## config.mk

```make
export PLATFORM = sky130hd
export DESIGN_NAME = cla_carry_unit
export DESIGN_NICKNAME = d
export VERILOG_FILES = /design/src/rtl/cla_carry_unit.sv
export SDC_FILE = /design/constraint.sdc
export NUM_CORES = 1
export LEC_CHECK = 0
export BUFFER_PORTS_ARGS = -buffer_cell sky130_fd_sc_hd__buf_2
export CAP_MARGIN = 20
export CORE_AREA = 2 2 39 41
export CTS_BUF_LIST = sky130_fd_sc_hd__clkbuf_4
export DETAILED_ROUTE_END_ITERATION = 8
export DIE_AREA = 0 0 41 43
export PLACE_DENSITY = 0.69
export SLEW_MARGIN = 40
export SYNTH_ARGS = -nofsm -noshare
export SYNTH_HDL_FRONTEND = slang
export SYNTH_SLANG_ARGS = --single-unit
```

## constraint.sdc

```tcl
create_clock -name clk -period 3 [get_ports clk]
set_input_delay 0.15 -clock clk [delete_from_list [all_inputs] [get_ports clk]]
set_output_delay 0.15 -clock clk [all_outputs]
set_load 0.005 [all_outputs]
```

## src/rtl/cla_carry_unit.sv

```systemverilog
// Lookahead carry unit (74182-style) with one registered output stage.
// Consumes per-slice generate/propagate pairs for one row of ALU slices per
// beat and returns the carry into each slice, the row carry-out and the row
// group G/P. Multi-beat words chain their carry through a register.
module cla_carry_unit #(
    parameter int unsigned SLICES = 4
) (
    input  logic              clk,
    input  logic              rst,
    input  logic              in_valid,
    output logic              in_ready,
    input  logic              in_first,
    input  logic              in_last,
    input  logic              cin,
    input  logic [SLICES-1:0] g,
    input  logic [SLICES-1:0] p,
    output logic              out_valid,
    input  logic              out_ready,
    output logic [SLICES-1:0] out_c,
    output logic              out_cout,
    output logic              out_gg,
    output logic              out_pg,
    output logic              out_last,
    output logic              err
);

    typedef enum logic {
        IDLE,
        IN_WORD
    } state_t;

    state_t state, state_nxt;

    logic              carry_q;
    logic              accept;
    logic              proto_err;
    logic [SLICES:0]   chain;
    logic              grp_g;
    logic              grp_p;

    assign in_ready = !out_valid || out_ready;
    assign accept   = in_valid && in_ready;

    // State register
    always_ff @(posedge clk or posedge rst) begin
        if (rst) begin
            state <= IDLE;
        end else begin
            state <= state_nxt;
        end
    end

    // Next-state: a first beat in IN_WORD abandons the old word and restarts
    always_comb begin
        state_nxt = state;
        if (accept) begin
            state_nxt = in_last ? IDLE : IN_WORD;
        end
    end

    // Carry chain, group G/P and protocol-error detection for the offered beat
    always_comb begin
        chain     = '0;
        grp_g     = 1'b0;
        grp_p     = 1'b1;
        proto_err = 1'b0;
        chain[0]  = (in_first || state == IDLE) ? cin : carry_q;
        for (int unsigned i = 0; i < SLICES; i++) begin
            chain[i+1] = g[i] | (p[i] & chain[i]);
            // group generate is the same ripple evaluated with a zero carry-in
            grp_g      = g[i] | (p[i] & grp_g);
            grp_p      = grp_p & p[i];
        end
        if (accept) begin
            proto_err = (state == IDLE) ? !in_first : in_first;
        end
    end

    // Output stage and inter-beat carry register
    always_ff @(posedge clk or posedge rst) begin
        if (rst) begin
            out_valid <= 1'b0;
            out_c     <= '0;
            out_cout  <= 1'b0;
            out_gg    <= 1'b0;
            out_pg    <= 1'b0;
            out_last  <= 1'b0;
            carry_q   <= 1'b0;
        end else if (accept) begin
            out_valid <= 1'b1;
            out_c     <= chain[SLICES-1:0];
            out_cout  <= chain[SLICES];
            out_gg    <= grp_g;
            out_pg    <= grp_p;
            out_last  <= in_last;
            carry_q   <= chain[SLICES];
        end else if (out_ready) begin
            out_valid <= 1'b0;
        end
    end

    // Sticky protocol error flag
    always_ff @(posedge clk or posedge rst) begin
        if (rst) begin
            err <= 1'b0;
        end else if (proto_err) begin
            err <= 1'b1;
        end
    end

endmodule

```

==> results.ini, run 1 <==
[min_path]
min_from = in_last
min_to = out_last$_DFFE_PP0P_
hp-class = input port to register
hold_depth = 3

[synth]
yosysSeqAreaShare = 0.547
synth_seq_cells = 11
synthMuxAreaShare = 0.0199
synth_adder_area_share = 0.0249
syn_nets = 66
yosys.area.top_type = dfrtp_1
synth_compound_area_frac = 0.179
synthTopCellsByArea = dfrtp_1 55%, nand2_1 9.0%, a21oi_1 5.0%, o21ai_0 3.0%, nand2b_4 2.7%
synth.avg_cell_area_um2 = 10.1
synth_area_um2 = 503
syn_inst = 50
synth_top_family_by_area = simple AND/OR/NAND/NOR gates
synth_top_area_share = 0.547
synth_warnings = 0
yosys.cell_types.count = 20
synth-simple-area-share = 0.184
synth_xor_area_frac = 0

[sta]
tightest_slew_ns = 0.418
rsz0062_at_grt = no
finalSetupTns_ns = 0
slew_headroom = 0.721
period_needed_ns = 1.29
drv_slew = 0
fmax_mhz = 774
hold_viol_final = 0
skew_ns = 0.00277
final-setup-viol-count = 0
fin_crit_sh = 0.431

[setup_path]
worst_path_max_delay_cell = dfrtp_1
regToRegStartpoint = state$_DFFE_PP0P_
crit-reg2reg-capture = out_c[3]$_DFFE_PP0P_
rrSetupSlack_ns = 1.71
reg2reg_depth = 5
cp-start-kind = register
path_delay_family = flip-flops
required_ns = 3.15
crit_path_frequent_cell = a21oi_1
crit_type = register to register
crit_chain = ha_1, mux2i_1, o21ai_2, a21oi_1, a21oi_1
worstPathArrival_ns = 1.44
cp_max_fo = 3
endpoint_kind = register
cp_num_buf_inv = 0
slowest_delay_ns = 0.39

[power]
sw_frac_of_total = 0.260
power.switching_uw = 90.4
clkPwrFrac = 0.310
seqPwrFrac = 0.500
irDropWorstVdd_v = 0.000200
power_frac_comb = 0.190
power.density_nw_per_um2 = 514
p_leak_uw = 0.000349
p_int_uw = 258

[die]
io_pins = 26
initial_core_util = 0.363
fp.dieArea_um2 = 1760
die_w_um = 41
fp.coreArea_um2 = 1380
dieHeight_um = 43
fp-row-count = 14

[cts]
clock_latency_ns = 0.26
cts_sinks = 11
clk_path_buf_depth = 2
h-tree-depth = 1
cts.clk_slew.worst_paths_ns = 0.07
cts_tree = built
root_buffer = clkbuf_4
cts_buffers = 3

[global_route]
grt_max_degree = 12
grt_remaining_overflow = 0
grt_pass1_vias = 399
grt_use_total = 0.151
antenna_found_initial = 0
grt_pass1_wl_um = 1750

[layout]
layout-drive-gt1-share = 0.430
final_common_cell = buf_2
nets = 96
multi_input_area_um2 = 205
seqCellArea_um2 = 275
instances_no_fill = 95
area_growth_pct = 34.6
diodes = 0
layout_common_cells = 25 x buf_2, 12 x nand2_1, 11 x dfrtp_1
fill_cells = 145

[route]
ant_nets = 0
wl_per_cell_um = 11.2
drc_errors = 0
via_per_inst = 4.63
drtPass1Iterations = 4
drt-total-wl_um = 1070
via_count = 440
drt_iter0_markers = 9

[place]
io_buffers = 25
hpwl_um = 824
placed_cells = 90
gp_congestion = 0.797

[status]
status = complete, no violations

[job]
maxCapViolations = 0

-- what timing repair did --
action / 4_1_cts / 5_1_grt
endpoints found under the hold margin: 11 / 0
buffers inserted: 0 / 0
hold buffers: 1 / 0
resized for setup: 0 / 0
-- power by group through the flow --
stage	combinational [uW]	sequential (uW)	clock, uW
2_1_floorplan	34.0	178	0
3_3_place_gp	65.3	176	0
3_5_place_dp	66.6	177	0
4_1_cts	67.7	174	113
5_1_grt	77.2	177	125
6_report	66.2	174	108
-- final cells by class --
class / instances / area share
multi-input combinational: 35 / 0.303
clock buffer: 4 / 0.0444
timing repair buffer: 26 / 0.200
sequential: 11 / 0.407
inverter: 3 / 0.0166
tap: 16 / 0.0296
-- through the flow --
step	cell area [um2]	util	worst slack (ns)	total power, uW	hold slack, ns
after floorplan	503	-	1.82	212	0.00244
after global placement	637	0.460	1.77	241	0.162
after detailed placement	637	0.460	1.71	243	0.167
after CTS	677	0.489	1.70	355	0.0836
after global routing	677	0.489	1.56	379	0.103
final	677	0.489	1.71	348	0.0931
-- worst reg2reg max path: stages (launching register included) --
cell and delay (ns):
dfrtp_1 0.39, ha_1 0.20, mux2i_1 0.25, o21ai_2 0.10, a21oi_1 0.15, a21oi_1 0.09
-- worst max path at each step --
stage | cells after the start | endpoint | start
4_1_cts | 5 | out_c[3]$_DFFE_PP0P_ | state$_DFFE_PP0P_
6_report | 5 | out_c[3]$_DFFE_PP0P_ | state$_DFFE_PP0P_
2_1_floorplan | 5 | out_c[3]$_DFFE_PP0P_ | state$_DFFE_PP0P_
5_1_grt | 5 | out_c[3]$_DFFE_PP0P_ | state$_DFFE_PP0P_
3_5_place_dp | 5 | out_c[3]$_DFFE_PP0P_ | state$_DFFE_PP0P_
3_3_place_gp | 5 | out_c[3]$_DFFE_PP0P_ | state$_DFFE_PP0P_
-- cells by family (layout without fill, tap and decap cells) --
logic type,after synthesis,after routing
AND/OR/NAND/NOR,19,19
adder cells (fa/ha/maj),1,1
flip-flops,11,11
buffers and inverters,4,33
multiplexers,1,1
AO/OA/AOI/OAI,14,14
-- synth_stat cells --
cell and number:
nor2_1 2, and2_4 1, a31oi_1 1, o21ai_2 1, mux2i_1 1, nand3_1 1
o21a_1 1, o211ai_2 1, a21o_1 1, ha_1 1, nand2_1 12, nand2_2 1
nand2b_4 1, o31ai_1 1, a21oi_1 5, nand2b_1 1, buf_6 1, o21ai_0 3
inv_1 3, dfrtp_1 11
-- sequential cells by signal, indices dropped and copies added, names as in the netlist --
name	flops
out_valid	1
out_c	4
out_gg	1
state	1
out_pg	1
err	1
out_last	1
out_cout	1
-- per-layer routing --
layer | part of all wire | GRT usage | vias up
met5 | 0 | 0 | -
met4 | 0.013 | 0.100 | 0
met3 | 0.067 | 0.0366 | 2
met2 | 0.50 | 0.203 | 16
met1 | 0.42 | 0.207 | 195
li1 | - | - | 227
No activity file was read; power rests on OpenSTA's default activity.
==> run 2: changes to the inputs <==
clock period = 1.2 ns   (was 3 ns; I/O delays follow)
==> results.ini, run 2 (same netlist as run 1, synthesis figures left out) <==
[status]
status = finished, violations left  ; was complete, no violations
violations = setup timing

[setup_path]
crit_type = register to register  ; unchanged
crit_chain = ha_4, mux2i_4, o21ai_2, a21oi_1, a21oi_1  ; was ha_1, mux2i_1, o21ai_2, a21oi_1, a21oi_1
required_ns = 1.39  ; was 3.15 ns
endpoint_kind = register  ; unchanged
worstPathArrival_ns = 1.45  ; was 1.44 ns
cp_max_fo = 3  ; unchanged
slowest_delay_ns = 0.41  ; was 0.39 ns
worst_path_max_delay_cell = dfrtp_1  ; unchanged
crit_path_frequent_cell = a21oi_1  ; unchanged
cp-start-kind = register  ; unchanged

[global_route]
grt_remaining_overflow = 0  ; unchanged
grt_max_degree = 12  ; unchanged
antenna_found_initial = 0  ; unchanged
grt_use_total = 0.164  ; was 0.151
grt_pass1_vias = 384  ; was 399
grt_pass1_wl_um = 1840  ; was 1750 um

[layout]
largest_register = out_c  ; unchanged
final_common_cell = buf_2  ; unchanged
layout_common_cells = 25 x buf_2, 11 x nand2_1, 11 x dfrtp_1  ; was 25 x buf_2, 12 x nand2_1, 11 x dfrtp_1
utilization = 0.530  ; was 0.489
largest_reg_flops = 4  ; unchanged
diodes = 0  ; unchanged
area_growth_pct = 45.8  ; was 34.6%
layout-drive-gt1-share = 0.488  ; was 0.430
nets = 99  ; was 96
fill_cells = 141  ; was 145

[power]
irDropWorstVdd_v = 0.000507  ; was 0.000200 V
sw_frac_of_total = 0.269  ; was 0.260
p_int_uw = 667  ; was 258 uW
power_frac_comb = 0.218  ; was 0.190
p_leak_uw = 0.000365  ; was 0.000349 uW
seqPwrFrac = 0.482  ; was 0.500
power.switching_uw = 245  ; was 90.4 uW
power.density_nw_per_um2 = 1240  ; was 514 nW/um2
clkPwrFrac = 0.300  ; was 0.310

[cts]
clk_path_buf_depth = 2  ; unchanged
cts_sinks = 11  ; unchanged
cts.clk_slew.worst_paths_ns = 0.07  ; about the same
h-tree-depth = 1  ; unchanged
cts_buffers = 3  ; unchanged
clock_latency_ns = 0.26  ; about the same
cts_tree = built  ; unchanged
root_buffer = clkbuf_4  ; unchanged

[sta]
rsz0062_at_grt = yes  ; was no
period_needed_ns = 1.27  ; was 1.29 ns
final-setup-viol-count = 3  ; was 0
slew_headroom = 0.714  ; was 0.721
tightest_slew_ns = 0.428  ; was 0.418 ns
drv_slew = 0  ; unchanged
fmax_mhz = 790  ; was 774 MHz
finalSetupTns_ns = -0.160  ; was 0 ns
fin_crit_sh = 1.05  ; was 0.431
skew_ns = 0.000445  ; was 0.00277 ns
hold_viol_final = 0  ; unchanged
timing.final.ws_setup_ns = -0.0655  ; was 1.71 ns

[route]
via_per_inst = 4.68  ; was 4.63
via_count = 459  ; was 440
drc_errors = 0  ; unchanged
drt_iter0_markers = 3  ; was 9
drt-total-wl_um = 1170  ; was 1070 um
drtPass1Iterations = 4  ; unchanged
wl_per_cell_um = 12.0  ; was 11.2 um
ant_nets = 0  ; unchanged

[die]
initial_core_util = 0.363  ; unchanged
fp.coreArea_um2 = 1380  ; unchanged
die_w_um = 41  ; unchanged
fp-row-count = 14  ; unchanged
dieHeight_um = 43  ; unchanged
fp.dieArea_um2 = 1760  ; unchanged
io_pins = 26  ; unchanged

[place]
io_buffers = 25  ; unchanged
hpwl_um = 824  ; unchanged
gp_congestion = 0.797  ; unchanged

[min_path]
hp-class = input port to register  ; unchanged

[job]
maxCapViolations = 0  ; unchanged

[run 2: cell count changes in the layout (fill, tap and decap cells not counted), sizes merged]
cell	before	now
buf	25	27
dlygate4sd3	1	2
[run 2: what timing repair did]
action | 4_1_cts | 5_1_grt
setup endpoints to repair | 3 | 4
hold buffers | 2 | 0
buffers inserted | 0 | 2
hold endpoints to repair | 12 | 0
gates resized for setup | 4 | 3
pin swaps | 2 | 2
[run 2: routing by layer]
layer  GRT usage  wire (um)  vias to the layer above
met1       0.228        500                      206
met3      0.0314         62                        4
met4       0.100         27                        0
li1            -          -                      233
met5           0          0                        -
met2       0.225        584                       16
[run 2: power groups by stage]
stage	Sequential (uW)	Combinational, uW	Clock [uW]
finish	440	198	274
global route	445	227	316
CTS	436	179	283
detailed placement	442	167	0
global placement	440	163	0
floorplan	445	85.0	0
[run 2: cell type report]
class / instances / area, um2 / area share
sequential: 11 / 275 / 0.375
inverter: 3 / 11.3 / 0.0154
multi-input combinational: 35 / 236 / 0.323
clock buffer: 4 / 30.0 / 0.0410
timing repair buffer: 29 / 160 / 0.218
tap: 16 / 20.0 / 0.0273
[run 2: worst paths after layout]
check | start | to | slack [ns] | cells after the start
min reg2reg | err$_DFFE_PP0P_ | err$_DFFE_PP0P_ | 0.47 | 1
max | state$_DFFE_PP0P_ | out_c[3]$_DFFE_PP0P_ | -0.07 | 5
min | in_valid | out_valid$_DFFE_PP0P_ | 0.02 | 2
max in group asynchronous | rst | out_cout$_DFFE_PP0P_ | 0.58 | 3
min in group asynchronous | rst | err$_DFFE_PP0P_ | 0.33 | 3
max reg2reg | state$_DFFE_PP0P_ | out_c[3]$_DFFE_PP0P_ | -0.07 | 5
[run 2: worst max-delay path: cells and delay by family (launching register included)]
kind            cells  cell delay, ns
compound gates      3            0.41
flops               1            0.41
mux                 1            0.19
fa+ha+maj           1            0.18
[run 2: per-stage QoR]
stage,hold WS (ns),setup slack (ns),area [um2],total power [uW],cells
final,0.0240,-0.0655,733,912,98
after global routing,0.0397,-0.170,733,988,98
after global placement,0.0718,-0.0259,637,603,90
after floorplan,-0.0876,0.0180,503,530,50
after CTS,0.0192,-0.0729,697,898,96
after detailed placement,0.0774,-0.0883,637,609,90
